[src/rtl/mu0_boot_memory.sv]
// MU0 program/data memory with a streaming boot loader.
// Clears the array, loads an image, holds the core in reset, then serves the CPU bus.
module mu0_boot_memory #(
    parameter int DATA_W   = 16,
    parameter int ADDR_W   = 12,
    parameter int DEPTH    = 32,
    parameter int RST_HOLD = 4
) (
    input  logic              clk,
    input  logic              rst_n,
    input  logic              ld_valid,
    output logic              ld_ready,
    input  logic [DATA_W-1:0] ld_data,
    input  logic              ld_last,
    input  logic              reload,
    input  logic              memrq,
    input  logic              rnw,
    input  logic [ADDR_W-1:0] address,
    input  logic [DATA_W-1:0] in_data,
    output logic [DATA_W-1:0] out_data,
    output logic              cpu_rst_n,
    output logic              boot_done,
    output logic [ADDR_W:0]   load_cnt,
    output logic              addr_err
);

    localparam int AW = $clog2(DEPTH);

    localparam logic [1:0] S_CLEAR = 2'd0;
    localparam logic [1:0] S_LOAD  = 2'd1;
    localparam logic [1:0] S_HOLD  = 2'd2;
    localparam logic [1:0] S_RUN   = 2'd3;

    localparam logic [ADDR_W:0] DEPTH_L  = (ADDR_W+1)'(DEPTH);
    localparam logic [AW-1:0]   LAST_IDX = AW'(DEPTH - 1);
    localparam logic [7:0]      HOLD_L   = 8'(RST_HOLD);

    logic [1:0]        state;
    logic [AW-1:0]     clr_ptr;
    logic [7:0]        hold_cnt;
    logic [DATA_W-1:0] mem [DEPTH];

    logic              ld_fire;
    logic              ld_end;
    logic              cpu_req;
    logic              in_rng;
    logic              we;
    logic [AW-1:0]     wa;
    logic [DATA_W-1:0] wd;

    assign ld_ready  = (state == S_LOAD);
    assign cpu_rst_n = (state == S_RUN);
    assign boot_done = (state == S_RUN);

    assign ld_fire = ld_ready & ld_valid;
    assign ld_end  = ld_fire & (ld_last | (load_cnt == DEPTH_L - 1'b1));
    assign cpu_req = (state == S_RUN) & memrq;
    assign in_rng  = ({1'b0, address} < DEPTH_L);

    // Single write port shared by clear, loader and CPU; states make them exclusive.
    always_comb begin
        we = 1'b0;
        wa = '0;
        wd = '0;
        unique case (1'b1)
            (state == S_CLEAR): begin
                we = 1'b1;
                wa = clr_ptr;
            end
            ld_fire: begin
                we = 1'b1;
                wa = load_cnt[AW-1:0];
                wd = ld_data;
            end
            (cpu_req & ~rnw & in_rng): begin
                we = 1'b1;
                wa = address[AW-1:0];
                wd = in_data;
            end
            default: ;
        endcase
    end

    always_ff @(posedge clk) begin
        if (we) mem[wa] <= wd;
    end

    always_ff @(posedge clk or negedge rst_n) begin
        if (!rst_n) begin
            state    <= S_CLEAR;
            clr_ptr  <= '0;
            hold_cnt <= '0;
            load_cnt <= '0;
            addr_err <= 1'b0;
            out_data <= '0;
        end else begin
            unique case (state)
                S_CLEAR: begin
                    clr_ptr <= clr_ptr + 1'b1;
                    if (clr_ptr == LAST_IDX) begin
                        clr_ptr <= '0;
                        state   <= S_LOAD;
                    end
                end
                S_LOAD: begin
                    if (ld_fire) load_cnt <= load_cnt + 1'b1;
                    if (ld_end) begin
                        hold_cnt <= '0;
                        state    <= S_HOLD;
                    end
                end
                S_HOLD: begin
                    if (hold_cnt == HOLD_L) state <= S_RUN;
                    else hold_cnt <= hold_cnt + 1'b1;
                end
                S_RUN: begin
                    if (memrq) begin
                        if (rnw) out_data <= in_rng ? mem[address[AW-1:0]] : '0;
                        if (!in_rng) addr_err <= 1'b1;
                    end
                    // The access above still happens; reload only restarts the boot.
                    if (reload) begin
                        state    <= S_CLEAR;
                        clr_ptr  <= '0;
                        load_cnt <= '0;
                        addr_err <= 1'b0;
                    end
                end
                default: state <= S_CLEAR;
            endcase
        end
    end

endmodule

[config.mk]
export PLATFORM = sky130hd
export DESIGN_NAME = mu0_boot_memory
export DESIGN_NICKNAME = d
export VERILOG_FILES = /design/src/rtl/mu0_boot_memory.sv
export SDC_FILE = /design/constraint.sdc
export NUM_CORES = 1
export LEC_CHECK = 0
export CAP_MARGIN = 15
export CORE_ASPECT_RATIO = 0.6
export CORE_MARGIN = 2
export CORE_UTILIZATION = 55
export DETAILED_ROUTE_END_ITERATION = 16
export GPL_ROUTABILITY_DRIVEN = 0
export PLACE_DENSITY_LB_ADDON = 0.25
export SLEW_MARGIN = 15
export SYNTH_ARGS = -nofsm -noshare
export SYNTH_HDL_FRONTEND = slang
export SYNTH_SLANG_ARGS = --single-unit
[constraint.sdc]
create_clock -name clk -period 3.55 [get_ports clk]
set_input_delay 1.065 -clock clk [delete_from_list [all_inputs] [get_ports clk]]
set_output_delay 1.065 -clock clk [all_outputs]
set_load 0.01 [all_outputs]
==> metrics.txt, run 1 <==
max-cap violations=0; clk root buf=clkbuf_16; # diodes=0; Via density=6.39; setup bufs post-CTS=0; critical path type=in -> reg; Worst-Skew Late Latency=0.58 ns; WL/cell=28.6 um; Async SR Flop Fraction=8.08%; Syn Area/Cell=18.7 um^2; Crit. End Element=flop; Pwr Density=581 nW/um^2; last element of the critical path=mem[12][6]$_DFFE_PP_; CTS tree=done; reg-to-reg endpoint=mem[26][3]$_DFFE_PP_; IO Pins=84; YS warnings=0; fmax=317 MHz; CTS H-tree lvls=2; crit share post-route=88.9%; vias=12,300; Final Hold Fails=0; R2R Setup Slk=0.67 ns; Synth Flop Type=edfxtp_1; Hold Path Depth=1; cts-stage hold buffer count=0; Hold Path Class=reg -> reg; Yosys reg bits=557; maximum VDD drop=0.000519 V; Post-Layout Cell Count=1,923; Total Routing Usage GR=26.6%; vias in the first global route=12,100; Chip Width=263 um; Max-slew headroom=34.1%; initial antenna violation count=0; Slew Limit Fails=0; Initial Utilization=56.2%; final setup violation count=0; Placed Area=24,700 um^2; arrival time at the worst endpoint=3.44 ns; DP Wirelength=35,300 um; first drt pass iteration count=6; fill count=2,580; Clock Sinks=557; clk slew on worst S/H paths=0.07 ns; Area Growth Syn to Fin=19.1%; Max clock buf depth=3; Iter 0 DRT Violations=1,700; Setup crit start kind=input port; Die Footprint=41,900 um^2; design area=26,400 um^2; layout cells sized above 1=21.8%; grt ovf=0; die height=159 um; cell area after synthesis=22,100 um^2; # DRC=0; r2r worst-path depth=8; Hold WS=0.556 ns; Core ar.=39,400 um^2; RSZ-0062 raised after global routing=false; Post-synth EDFFs=512; first-pass GRT wire length=81,200 um; Detailed Route WL=55,000 um; Cells after Synth=1,184; worst path required time=3.83 ns; Synth cell types=51; Cells after DPL=1,831; row count=56; status=finished clean; cells resized by post-CTS repair=0; Port Buf Inserts=83; Worst Max-Slew Pin Slew=0.987 ns; Worst Setup SP=address[8]; Leak Pwr=8.98 nW; CTS Buf Count=49; syn_nets=1,244; register area share after synthesis=74.5%; worst-path maximum fanout=16; fin nets=1,420; clock skew=0.0190 ns; RR Startpoint=state[0]$_DFFE_PN0P_; antenna viol nets, final=0; largest net degree at the start of global routing=46; Post-Route Setup TNS=0 ns; Final Critical Period=3.16 ns
[kinds of logic (layout without fill, tap and decap cells)]
logic type | count (synthesis) | count (layout) | share of synthesized area [%]
DFF | 557 | 557 | 74.5
AOI/OAI and AO/OA | 171 | 171 | 5.60
muxes | 186 | 186 | 13.4
buffers and inverters | 70 | 287 | 1.51
and+or+nand+nor | 176 | 176 | 3.85
xor gates and xnor gates | 15 | 15 | 0.593
adders and majority gates | 9 | 9 | 0.509
[per-stage QoR]
step / utilization, % / total power [mW] / setup slack (ns)
4_1_cts: 66.9 / 15.3 / 0.388
5_1_grt: 66.9 / 15.8 / 0.209
6_report: 66.9 / 15.3 / 0.392
3_5_place_dp: 62.8 / 10.0 / -0.147
2_1_floorplan: - / 8.98 / -0.323
3_3_place_gp: 62.8 / 9.95 / -0.163
[routing by layer]
metal | track usage (%) | routed length [um] | up-vias
met2 | 37.6 | 23400 | 715
met1 | 41.3 | 23600 | 6286
li1 | - | - | 5211
met3 | 8.30 | 7060 | 75
met5 | 0 | 0 | -
met4 | 4.99 | 944 | 0
[worst min path at each step]
stage / from / to / slack, ns
finish: clr_ptr[4]$_DFFE_PN0P_ / clr_ptr[4]$_DFFE_PN0P_ / 0.56
global route: clr_ptr[4]$_DFFE_PN0P_ / clr_ptr[4]$_DFFE_PN0P_ / 0.57
CTS: clr_ptr[4]$_DFFE_PN0P_ / clr_ptr[4]$_DFFE_PN0P_ / 0.55
detailed placement: clr_ptr[4]$_DFFE_PN0P_ / clr_ptr[4]$_DFFE_PN0P_ / 0.53
global placement: clr_ptr[4]$_DFFE_PN0P_ / clr_ptr[4]$_DFFE_PN0P_ / 0.53
floorplan: clr_ptr[4]$_DFFE_PN0P_ / clr_ptr[4]$_DFFE_PN0P_ / 0.50
[registers in the layout, indices dropped and copies added, names as in the netlist]
| name | cells |
|---|---|
| clr_ptr | 5 |
| addr_err | 1 |
| load_cnt | 13 |
| out_data | 16 |
| state | 2 |
| mem | 512 |
| hold_cnt | 8 |
[power breakdown]
group | internal, mW | total (mW) | switching (mW) | leakage, nW
Clock | 3.00 | 5.40 | 2.40 | 0.778
Combinational | 0.795 | 2.09 | 1.30 | 2.85
Sequential | 7.65 | 7.81 | 0.160 | 5.35
[critical path: stages]
cell,delay [ns]
clkdlybuf4s50_1,0.39
nor4_1,0.26
buf_4,0.16
and3_1,0.22
buf_4,0.19
o311a_1,0.29
nand3_1,0.31
nor2_1,0.33
buf_12,0.21
[final cells by class]
type / instances / area, um^2 / area share, %
clock inverter: 38 / 338 / 1.28
clock buffer: 54 / 1290 / 4.88
inverter: 7 / 26.3 / 0.0997
sequential: 557 / 16500 / 62.6
tap: 522 / 653 / 2.48
timing repair buffer: 188 / 2190 / 8.30
multi-input combinational: 557 / 5360 / 20.4
[Yosys cell counts (all sizes together), types with 2 or more instances]
library cell  count  area share [%]
o31ai             3            0.10
o22a             13            0.51
a32oi            13            0.51
o2111ai           3            0.12
mux2i            85             3.8
a21o              3            0.10
a221oi            3            0.12
nor4              4            0.11
and3              5            0.14
edfxtp          512              69
nor3             19            0.43
and2              3           0.085
nor2             46            0.78
a21oi            26            0.59
xnor2             2           0.079
o22ai            32            0.90
nand2            43            0.75
nand4             9            0.25
mux2             14            0.71
buf              31            0.85
and4              2           0.079
a22oi            21            0.71
nand2b            8            0.23
inv               7            0.12
xor2             13            0.51
a2111oi          13            0.51
nand3b            2           0.068
nand3            19            0.43
clkbuf           32            0.54
a22o             22            0.87
ha                9            0.51
nor2b             8            0.23
a31oi             3           0.085
mux4             87             8.9
o21ai            12            0.27
or3               2           0.057
nor3b             2           0.068
dfrtp            45             5.1
[placed cells by master, fill, tap and decap left out, drive strengths merged, types with 4 or more instances in the layout]
cell type	count
inv	9
a22o	22
nand2	43
clkbuf	54
nor2	46
nor4	4
nand3	19
a32oi	13
mux2i	85
o22ai	32
nor3	19
bufinv	5
nor2b	8
xor2	13
o21ai	12
a22oi	21
buf	109
nand2b	8
clkdlybuf4s50	79
clkinv	22
clkinvlp	9
ha	9
nand4	9
mux4	87
a21oi	26
a2111oi	13
dfrtp	45
and3	5
edfxtp	512
o22a	13
mux2	14
(Power assumes the default switching activity.)
==> inputs of run 2 (changes only) <==
--- a/config.mk
+++ b/config.mk
@@ -9,10 +9,11 @@
 export CORE_ASPECT_RATIO = 0.6
 export CORE_MARGIN = 2
 export CORE_UTILIZATION = 55
+export CTS_CLUSTER_SIZE = 16
 export DETAILED_ROUTE_END_ITERATION = 16
 export GPL_ROUTABILITY_DRIVEN = 0
 export PLACE_DENSITY_LB_ADDON = 0.25
-export SLEW_MARGIN = 15
+export SLEW_MARGIN = 20
 export SYNTH_ARGS = -nofsm -noshare
 export SYNTH_HDL_FRONTEND = slang
 export SYNTH_SLANG_ARGS = --single-unit
==> run 2 against run 1 <==
Compared with the run above: non-clock buffer count unchanged; sequential power about the same; design area increased by 0.13%.
==> metrics.txt, run 2 (synthesized netlist as in run 1, its figures left out) <==
status=finished clean; antenna viol nets, final=0 (unchanged); area of the multi-input gates=5360 um^2 (unchanged); Final Hold Fails=0 (unchanged); CTS H-tree lvls=2 (unchanged); # diodes=0 (unchanged); Die Footprint=41,900 um^2 (unchanged); largest net degree at the start of global routing=46 (unchanged); logic gate share of total power=13.6% (about the same); Max clock buf depth=3 (unchanged); CTS tree=done; # DRC=0 (unchanged); initial antenna violation count=0 (unchanged); row count=56 (unchanged); Sw Ratio=24.9% (-0.29 points); fin nets=1,420 (unchanged); Initial Utilization=56.2% (unchanged); cells resized by post-CTS repair=0 (unchanged); vias=12,300 (-0.049%); IO Pins=84 (unchanged); setup bufs post-CTS=0 (unchanged); critical-path cell list=ha_1 -> buf_4 -> clkdlybuf4s50_1; fmax=318 MHz (+0.37%); Final Critical Period=3.15 ns (-0.0116 ns); Total Routing Usage GR=26.5% (-0.12 points); vias in the first global route=12,000 (-0.24%); crit share post-route=88.6% (-0.33 points); worst path required time=2.48 ns (-1.35 ns); Pwr Density=585 nW/um^2 (+0.68%); final setup violation count=0 (unchanged); die height=159 um (unchanged); Biggest register=mem; commonest non-fill, non-tap cells in the layout=edfxtp_1 (512), mux4_2 (87), mux2i_1 (85), clkdlybuf4s50_1 (79), buf_4 (60); Internal=11.6 mW (+1.2%); maximum VDD drop=0.000437 V (-16%); Seq pwr share=50.6% (-0.5 points); Chip Width=263 um (unchanged); CP max-delay cell=clkdlybuf4s50_1; total chip power=15.4 mW (+0.81%); Leak Pwr=9.00 nW (+0.27%); Hold Path Class=reg -> reg; Hold WS=0.557 ns (+0.000522 ns); grt ovf=0 (unchanged); Detailed Route WL=54,900 um (-0.13%); Core ar.=39,400 um^2 (unchanged); clk root buf=clkbuf_16; layout cells sized above 1=21.6% (-0.21 points); Slew Limit Fails=0 (unchanged); Area Growth Syn to Fin=19.2%; clock skew=0.0229 ns (+0.00392 ns); critical path type=reg -> out; Clock Power Share=35.8% (+0.5 points); Via density=6.39 (about the same); Iter 0 DRT Violations=1,651 (-2.9%); first drt pass iteration count=5 (-1); worst-path maximum fanout=15 (-1); Clock Sinks=557 (unchanged); arrival time at the worst endpoint=2.08 ns (-1.36 ns); fill count=2,573 (-0.27%); Port Buf Inserts=83 (unchanged); WL/cell=28.6 um (-0.13%); area occupied by registers=16,500 um^2 (unchanged); biggest regs=mem: 512 flops, out_data: 16 flops, load_cnt: 13 flops; RR Startpoint=state[0]$_DFFE_PN0P_; Worst-Skew Late Latency=0.58 ns (about the same); hold_sp=clr_ptr[4]$_DFFE_PN0P_; max-cap violations=0 (unchanged); Max-slew headroom=32.1% (-1.9 points); CTS Buf Count=49 (unchanged); RSZ-0062 raised after global routing=false; Worst Max-Slew Pin Slew=1.02 ns (+0.0290 ns); first-pass GRT wire length=81,000 um (-0.31%); cts-stage hold buffer count=0 (unchanged); Crit. End Element=output port; max FFs per register=512 (unchanged); Switch Pwr=3.84 mW (-0.37%); CP peak stage delay=0.59 ns (+0.20 ns); Setup crit start kind=flop; DP Wirelength=35,300 um (unchanged); clk slew on worst S/H paths=0.07 ns (about the same); most common cell after layout, fill and taps aside=edfxtp_1; Worst Setup SP=state[0]$_DFFE_PN0P_
run 2: changes by cell type in the layout (fill, tap and decap cells not counted), sizes merged:
cell,before,now
bufinv,5,7
clkbuf,54,55
clkinvlp,9,6
run 2: worst max-delay path: cells and delay by family, from the launching register on:
family	cells	cell delay (ns)
fa+ha+maj	1	0.27
buf+inv	2	0.85
flops	1	0.40
run 2: per-layer routing:
layer / track usage, % / routed length (um) / vias up
met5: 0 / 0 / -
met4: 4.96 / 972 / 0
met3: 8.65 / 7140 / 72
met2: 37.2 / 23200 / 744
met1: 41.1 / 23600 / 6252
li1: - / - / 5213
run 2: final timing paths:
check / endpoint / slack (ns) / cells after the start
max: cpu_rst_n / 0.40 / 3
min: clr_ptr[4]$_DFFE_PN0P_ / 0.56 / 1
max reg2reg: mem[26][3]$_DFFE_PP_ / 0.67 / 8
min reg2reg: clr_ptr[4]$_DFFE_PN0P_ / 0.56 / 1
max in group asynchronous: load_cnt[11]$_DFFE_PN0P_ / 2.48 / 2
min in group asynchronous: addr_err$_DFFE_PN0P_ / 0.62 / 2
run 2: final cells by class:
type / instances / share of cell area, %
Sequential cell: 557 / 62.5
Timing Repair Buffer: 188 / 8.29
Clock buffer: 55 / 4.89
Tap cell: 522 / 2.47
Inverter: 7 / 0.0996
Multi-Input combinational cell: 557 / 20.3
Clock inverter: 37 / 1.40
run 2: power by group through the flow:
| stage | Clock (mW) | Sequential (mW) | Combinational [mW] |
|---|---|---|---|
| 3_5_place_dp | 0 | 7.94 | 2.06 |
| 5_1_grt | 5.81 | 7.83 | 2.24 |
| 4_1_cts | 5.58 | 7.81 | 2.07 |
| 2_1_floorplan | 0 | 7.90 | 1.08 |
| 3_3_place_gp | 0 | 7.94 | 2.01 |
| 6_report | 5.53 | 7.81 | 2.09 |
run 2: through the flow:
stage | instances | setup slack [ns] | setup TNS (ns) | util, % | area [um^2]
6_report | 1923 | 0.404 | 0 | 67.0 | 26400
5_1_grt | 1923 | 0.209 | 0 | 67.0 | 26400
4_1_cts | 1923 | 0.388 | 0 | 67.0 | 26400
3_5_place_dp | 1831 | -0.147 | -36.17 | 62.8 | 24700
3_3_place_gp | 1831 | -0.163 | -24.16 | 62.8 | 24700
2_1_floorplan | 1184 | -0.323 | -39.95 | - | 22200
==> inputs of run 3 (changes only) <==
--- a/config.mk
+++ b/config.mk
@@ -5,7 +5,7 @@
 export SDC_FILE = /design/constraint.sdc
 export NUM_CORES = 1
 export LEC_CHECK = 0
-export CAP_MARGIN = 15
+export CAP_MARGIN = 20
 export CORE_ASPECT_RATIO = 0.6
 export CORE_MARGIN = 2
 export CORE_UTILIZATION = 55
==> results of run 3 <==
The final DEF is identical to that of run 2; final timing and power are the same.
